[config.mk]
export PLATFORM = sky130hd
export DESIGN_NAME = ser_demux_param
export DESIGN_NICKNAME = d
export VERILOG_FILES = /design/src/rtl/ser_demux_param_pkg.sv /design/src/rtl/ser_demux_param_hex_to_ssd.sv /design/src/rtl/ser_demux_param.sv
export SDC_FILE = /design/constraint.sdc
export NUM_CORES = 1
export LEC_CHECK = 0
export CORE_MARGIN = 2
export CORE_UTILIZATION = 30
export CTS_CLUSTER_DIAMETER = 50
export DETAILED_ROUTE_END_ITERATION = 10
export GPL_TIMING_DRIVEN = 0
export HOLD_SLACK_MARGIN = 0.03
export PLACE_DENSITY = 0.57
export SYNTH_ARGS = -nofsm -noshare
export SYNTH_HDL_FRONTEND = slang
export SYNTH_SLANG_ARGS = --single-unit
[constraint.sdc]
create_clock -name clk -period 2.83 [get_ports clk]
set_clock_uncertainty 0.2 [all_clocks]
set_input_delay 0.566 -clock clk [delete_from_list [all_inputs] [get_ports clk]]
set_output_delay 0.566 -clock clk [all_outputs]
set_load 0.1 [all_outputs]
[src/rtl/ser_demux_param_pkg.sv]
// Shared definitions for the serial-to-channel demultiplexer.
// Contents: FSM state encoding, active-low seven-segment glyphs 0..F, and
//           a constant clog2 helper used to size the address field.
package ser_demux_param_pkg;

    typedef enum logic [2:0] {
        ST_IDLE = 3'd0,
        ST_ADDR = 3'd1,
        ST_LEN  = 3'd2,
        ST_DATA = 3'd3,
        ST_PAR  = 3'd4,
        ST_DONE = 3'd5
    } state_t;

    // Segment order is {g,f,e,d,c,b,a}; a 0 lights the segment.
    localparam logic [6:0] SSD_0 = 7'b1000000;
    localparam logic [6:0] SSD_1 = 7'b1111001;
    localparam logic [6:0] SSD_2 = 7'b0100100;
    localparam logic [6:0] SSD_3 = 7'b0110000;
    localparam logic [6:0] SSD_4 = 7'b0011001;
    localparam logic [6:0] SSD_5 = 7'b0010010;
    localparam logic [6:0] SSD_6 = 7'b0000010;
    localparam logic [6:0] SSD_7 = 7'b1111000;
    localparam logic [6:0] SSD_8 = 7'b0000000;
    localparam logic [6:0] SSD_9 = 7'b0010000;
    localparam logic [6:0] SSD_A = 7'b0001000;
    localparam logic [6:0] SSD_B = 7'b0000011;
    localparam logic [6:0] SSD_C = 7'b1000110;
    localparam logic [6:0] SSD_D = 7'b0100001;
    localparam logic [6:0] SSD_E = 7'b0000110;
    localparam logic [6:0] SSD_F = 7'b0001110;

    function automatic int sdp_clog2(input int value);
        int r;
        r = 0;
        for (int i = 0; i < 31; i++) begin
            if ((1 << i) < value) begin
                r = i + 1;
            end
        end
        return r;
    endfunction

    // Address field is never narrower than one bit.
    function automatic int sdp_addr_w(input int num_ch);
        return (sdp_clog2(num_ch) < 1) ? 1 : sdp_clog2(num_ch);
    endfunction

endpackage

[src/rtl/ser_demux_param_hex_to_ssd.sv]
// Hex nibble to active-low seven-segment decoder.
// Latency: purely combinational, zero cycles.
// Backpressure: none; ports i_hex (4-bit value), o_seg (7-bit {g..a}, active-low).
module hex_to_ssd
    import ser_demux_param_pkg::*;
(
    input  logic [3:0] i_hex,
    output logic [6:0] o_seg
);

    always_comb begin
        o_seg = SSD_0;
        case (i_hex)
            4'h0: o_seg = SSD_0;
            4'h1: o_seg = SSD_1;
            4'h2: o_seg = SSD_2;
            4'h3: o_seg = SSD_3;
            4'h4: o_seg = SSD_4;
            4'h5: o_seg = SSD_5;
            4'h6: o_seg = SSD_6;
            4'h7: o_seg = SSD_7;
            4'h8: o_seg = SSD_8;
            4'h9: o_seg = SSD_9;
            4'hA: o_seg = SSD_A;
            4'hB: o_seg = SSD_B;
            4'hC: o_seg = SSD_C;
            4'hD: o_seg = SSD_D;
            4'hE: o_seg = SSD_E;
            4'hF: o_seg = SSD_F;
            default: o_seg = SSD_0;
        endcase
    end

endmodule

[src/rtl/ser_demux_param.sv]
// Framed serial stream demultiplexer: start, address, length, payload, optional parity.
// Latency: payload routing to ch_out is combinational (zero cycles); framing state advances one field bit per enabled cycle.
// Backpressure: none; clk_en=0 freezes all state. Ports: clk/rst/clk_en/ser_in in; ch_out, ch_sel, ser_out_valid, done, addr_err, par_err, ssd_out out.
module ser_demux_param
    import ser_demux_param_pkg::*;
#(
    parameter  int NUM_CH    = 4,
    parameter  int CNT_W     = 4,
    parameter  int PARITY_EN = 0,
    localparam int ADDR_W    = sdp_addr_w(NUM_CH)
) (
    input  logic              clk,
    input  logic              rst,
    input  logic              clk_en,
    input  logic              ser_in,
    output logic [NUM_CH-1:0] ch_out,
    output logic [ADDR_W-1:0] ch_sel,
    output logic              ser_out_valid,
    output logic              done,
    output logic              addr_err,
    output logic              par_err,
    output logic [6:0]        ssd_out
);

    // Address and length fields are at most 4 bits, so a 2-bit index covers both.
    localparam int BC_W = 2;
    localparam logic [ADDR_W:0] NUM_CH_V = (ADDR_W+1)'(NUM_CH);

    state_t            r_state;
    logic [ADDR_W-1:0] r_ch_sel;
    logic [CNT_W-1:0]  r_rem_cnt;
    logic [BC_W-1:0]   r_bit_cnt;
    logic              r_addr_err;
    logic              r_par_err;
    logic              r_par_acc;

    logic [ADDR_W-1:0] w_addr_shift;
    logic [CNT_W-1:0]  w_len_shift;
    logic              w_addr_bad;
    logic              w_addr_ok;
    logic              w_route;
    logic              w_addr_last;
    logic              w_len_last;
    state_t            w_after_payload;
    logic [3:0]        w_nibble;
    logic [NUM_CH-1:0] w_ch_out;

    // MSB-first shift registers: the incoming bit enters at the LSB.
    assign w_addr_shift = (r_ch_sel << 1) | ADDR_W'(ser_in);
    assign w_len_shift  = (r_rem_cnt << 1) | CNT_W'(ser_in);
    assign w_addr_bad   = ({1'b0, w_addr_shift} >= NUM_CH_V);
    assign w_addr_ok    = ({1'b0, r_ch_sel} < NUM_CH_V);
    assign w_addr_last  = (r_bit_cnt == BC_W'(ADDR_W - 1));
    assign w_len_last   = (r_bit_cnt == BC_W'(CNT_W - 1));
    assign w_after_payload = (PARITY_EN != 0) ? ST_PAR : ST_DONE;

    always_ff @(posedge clk or negedge rst) begin
        if (!rst) begin
            r_state    <= ST_IDLE;
            r_ch_sel   <= '0;
            r_rem_cnt  <= '0;
            r_bit_cnt  <= '0;
            r_addr_err <= 1'b0;
            r_par_err  <= 1'b0;
            r_par_acc  <= 1'b0;
        end else if (clk_en) begin
            case (r_state)
                ST_IDLE: begin
                    if (!ser_in) begin
                        r_state    <= ST_ADDR;
                        r_bit_cnt  <= '0;
                        r_addr_err <= 1'b0;
                        r_par_err  <= 1'b0;
                    end
                end
                ST_ADDR: begin
                    r_ch_sel <= w_addr_shift;
                    if (w_addr_last) begin
                        r_bit_cnt  <= '0;
                        r_addr_err <= w_addr_bad;
                        r_state    <= ST_LEN;
                    end else begin
                        r_bit_cnt <= r_bit_cnt + BC_W'(1);
                    end
                end
                ST_LEN: begin
                    r_rem_cnt <= w_len_shift;
                    r_par_acc <= 1'b0;
                    if (w_len_last) begin
                        r_bit_cnt <= '0;
                        // A zero-length frame skips the payload entirely.
                        r_state   <= (w_len_shift == '0) ? w_after_payload : ST_DATA;
                    end else begin
                        r_bit_cnt <= r_bit_cnt + BC_W'(1);
                    end
                end
                ST_DATA: begin
                    r_rem_cnt <= r_rem_cnt - CNT_W'(1);
                    r_par_acc <= r_par_acc ^ ser_in;
                    if (r_rem_cnt == CNT_W'(1)) begin
                        r_state <= w_after_payload;
                    end
                end
                ST_PAR: begin
                    // Even parity: payload XOR parity bit must be zero.
                    r_par_err <= r_par_acc ^ ser_in;
                    r_state   <= ST_DONE;
                end
                ST_DONE: begin
                    // Always return to IDLE; a low line here is not a start bit.
                    r_state <= ST_IDLE;
                end
                default: begin
                    r_state <= ST_IDLE;
                end
            endcase
        end
    end

    // Routing only while in DATA and only for an address that maps to a channel.
    assign w_route = (r_state == ST_DATA) && w_addr_ok;

    always_comb begin
        w_ch_out = '0;
        for (int i = 0; i < NUM_CH; i++) begin
            w_ch_out[i] = w_route && (r_ch_sel == ADDR_W'(i)) && ser_in;
        end
    end

    assign w_nibble = ((r_state == ST_IDLE) || (r_state == ST_DONE)) ? 4'd0 : 4'(r_rem_cnt);

    hex_to_ssd u_hex_to_ssd (
        .i_hex (w_nibble),
        .o_seg (ssd_out)
    );

    assign ch_out        = w_ch_out;
    assign ch_sel        = r_ch_sel;
    assign ser_out_valid = w_route;
    assign done          = (r_state == ST_DONE);
    assign addr_err      = r_addr_err;
    assign par_err       = r_par_err;

endmodule

==> results.toml <==
[status]
status = "finished, violations left"
violations = "negative setup slack"

[synth]
syn-instance-count = 150
synth_edf_count = 0
avgSynthCellArea_um2 = 7.90
synth_cell_type_count = 43
yosysWarningCount = 0
ys_ff_latch = 13
synthFlopType = "dfrtp_1"
ys_async_sr_fraction_pct = 100
ys_seq_area_share_pct = 27.5
syn-cell-area_um2 = 1180
synth_fp_nets = 165

[clock_network]
cts_tree = "yes"
cts_buffers = 3
hold_buffers = 0
clkTransAtPathRegs_ns = 0.05
cts_root_buf = "clkbuf_8"
h-tree-depth = 1
cts_buffer_depth = 2
clk_latency_ns = 0.24
cts_num_sinks = 13

[floorplan]
die_x_um = 66.8
initial_core_util_pct = 31.9
die_h_um = 66.8
core_area_um2 = 3720
io_pins = 21
dieArea_um2 = 4470
num_rows = 22

[sta]
rsz0062_at_grt = "yes"
fmax_ghz = 0.335
maxSlewViolCount = 0
min_period_over_period_pct = 106
setup_viol_count_final = 6
finalCriticalPeriod_ns = 2.99
hold_viol = 0
worst_slew_pin_slew_ns = 0.977
slew-limit-headroom_pct = 34.7
setup_slack_ns = -0.156

[placement]
pre_cts_ws_ns = -0.837
gp_congestion = 0.842
io_buffers = 17
placedInstanceArea_um2 = 1540
dp_hpwl_um = 2190

[drt]
vias = 1191
wire_per_inst_um = 13.2
ant_nets = 0
wirelength_um = 3090
viasPerCell = 5.09
drt_pass1_iterations = 4
drc_errors = 0
drt-initial-drc-count = 39

[critical_path]
worstPathCellList = "buf_6, xor2_4, or2_4, nand2_4, inv_4, ha_4, inv_4, o21ai_2, a221o_2, buf_12"
start_kind = "register"
path_buf_inv = 4
critPathRequiredTime_ns = 2.06
arrival_ns = 2.22
crit_slowest_cell = "dfrtp_1"
max_stage_delay_ns = 0.39
cpLargestDelayFamily = "buffers and inverters"
ff2ff_path_depth = 8
path_depth = 10
end_kind = "output pin"
path_class = "reg -> out"
critPathMostFrequentCell = "inv_4"
worst-path-max-fanout = 4

[global_routing]
grt.total_usage_pct = 15.2
grt_max_degree = 14
grt_pass1_wl_um = 5360
first_global_vias = 1180
antenna_found_initial = 0
overflow = 0

[run]
max-cap-violations = 0

[layout]
fin_area_um2 = 1800
antenna_cells = 0
layout.nets = 202
drive_gt1_share_pct = 37.6
area_delta_synth_final_pct = 52.2

[worst_hold_path]
holdPathStages = 1
hold_class = "reg -> reg"
metrics by stage:
stage | TNS, ns | utilization (%) | std cells | hold slack, ns
3_3_place_gp | -6.73 | 41.4 | 215 | 0.292
6_report | -0.646 | 48.5 | 234 | 0.311
4_1_cts | -0.610 | 46.7 | 228 | 0.316
2_1_floorplan | -2.98 | - | 150 | 0.0704
5_1_grt | -1.36 | 48.5 | 234 | 0.336
3_5_place_dp | -7.11 | 41.4 | 215 | 0.295
final cells by class:
| class | count | area [um^2] |
|---|---|---|
| timing repair buffer | 32 | 315 |
| fill | 351 | 1910 |
| clock buffer | 4 | 45.0 |
| inverter | 11 | 52.6 |
| buffer | 11 | 70.1 |
| tap | 48 | 60.1 |
| multi-input combinational | 115 | 933 |
| sequential | 13 | 327 |
synth_stat cells (all sizes together) (2+ instances only):
| cell | count | area share [%] |
|---|---|---|
| a211oi | 2 | 1.3 |
| a21o | 2 | 1.3 |
| a21oi | 10 | 4.2 |
| a221o | 2 | 1.7 |
| a32oi | 2 | 1.5 |
| and2 | 3 | 1.6 |
| and3 | 2 | 1.5 |
| buf | 8 | 3.9 |
| clkbuf | 3 | 0.95 |
| dfrtp | 13 | 27 |
| ha | 11 | 12 |
| inv | 11 | 3.5 |
| mux2 | 2 | 1.9 |
| mux2i | 2 | 1.7 |
| nand2 | 13 | 4.1 |
| nand2b | 4 | 2.1 |
| nand3 | 3 | 1.3 |
| nand3b | 2 | 1.3 |
| nor2 | 17 | 5.6 |
| nor2b | 3 | 1.6 |
| nor3 | 3 | 1.3 |
| nor3b | 2 | 1.3 |
| o211ai | 2 | 1.3 |
| o21ai | 9 | 3.8 |
| o22a | 2 | 1.5 |
| o31ai | 3 | 1.9 |
| or2 | 2 | 1.1 |
| xor2 | 2 | 1.5 |
state kept, by name, summed over array words and instances, names as in the netlist:
register,flops
r_rem_cnt,4
par_err,1
ch_sel,2
r_par_acc,1
r_state,3
r_bit_cnt,2
kinds of logic (layout without fill, tap and decap cells):
kind of cell	Yosys count	count (layout)	synth area share [%]
compound gates	41	41	22.9
xor+xnor	2	2	1.48
fa+ha+maj	11	11	11.6
buf+inv	22	58	8.34
flops	13	13	27.5
mux	4	4	3.59
other cells	1	1	0.316
simple gates	56	56	24.3
final timing paths:
path                                  from          to  slack, ns
worst max-delay path            r_state[0]  ssd_out[6]      -0.16
worst min-delay path             r_par_acc   r_par_acc       0.31
worst max register to register  r_state[0]  r_state[0]       0.72
worst min register to register   r_par_acc   r_par_acc       0.31
max in group asynchronous              rst  r_state[2]       1.49
min in group asynchronous              rst   ch_sel[1]       0.51
per-layer routing:
layer | GRT usage, % | part of all wire, % | up-vias
li1 | - | - | 593
met1 | 19.9 | 45 | 570
met2 | 26.3 | 51 | 26
met3 | 2.03 | 3.2 | 2
met4 | 3.83 | 0.55 | 0
met5 | 0 | 0 | -
layout by cell type, fill, tap and decap left out, drive strengths merged, types with 2 or more instances in the layout:
cell type / count
a32oi: 2
ha: 11
o211ai: 2
nor2b: 3
clkbuf: 7
clkdlybuf4s15: 2
mux2i: 2
dfrtp: 13
o31ai: 3
or2: 2
a21oi: 10
nand2: 13
nor3: 3
nor2: 17
o22a: 2
inv: 10
and3: 2
nand2b: 4
clkdlybuf4s50: 4
nor3b: 2
nand3b: 2
nand3: 3
o21ai: 9
and2: 3
a211oi: 2
buf: 34
a221o: 2
xor2: 2
mux2: 2
a21o: 2
repair_timing:
| action | in CTS | in global routing |
|---|---|---|
| gates resized for setup | 94 | 14 |
| setup buffers | 9 | 6 |
| pin swaps | 10 | 7 |
| gates cloned | 0 | 0 |
| endpoints found under the setup margin | 13 | 11 |
Power is not shown: default switching activity piles up to over one toggle a cycle in this logic, so the estimate is an artifact.
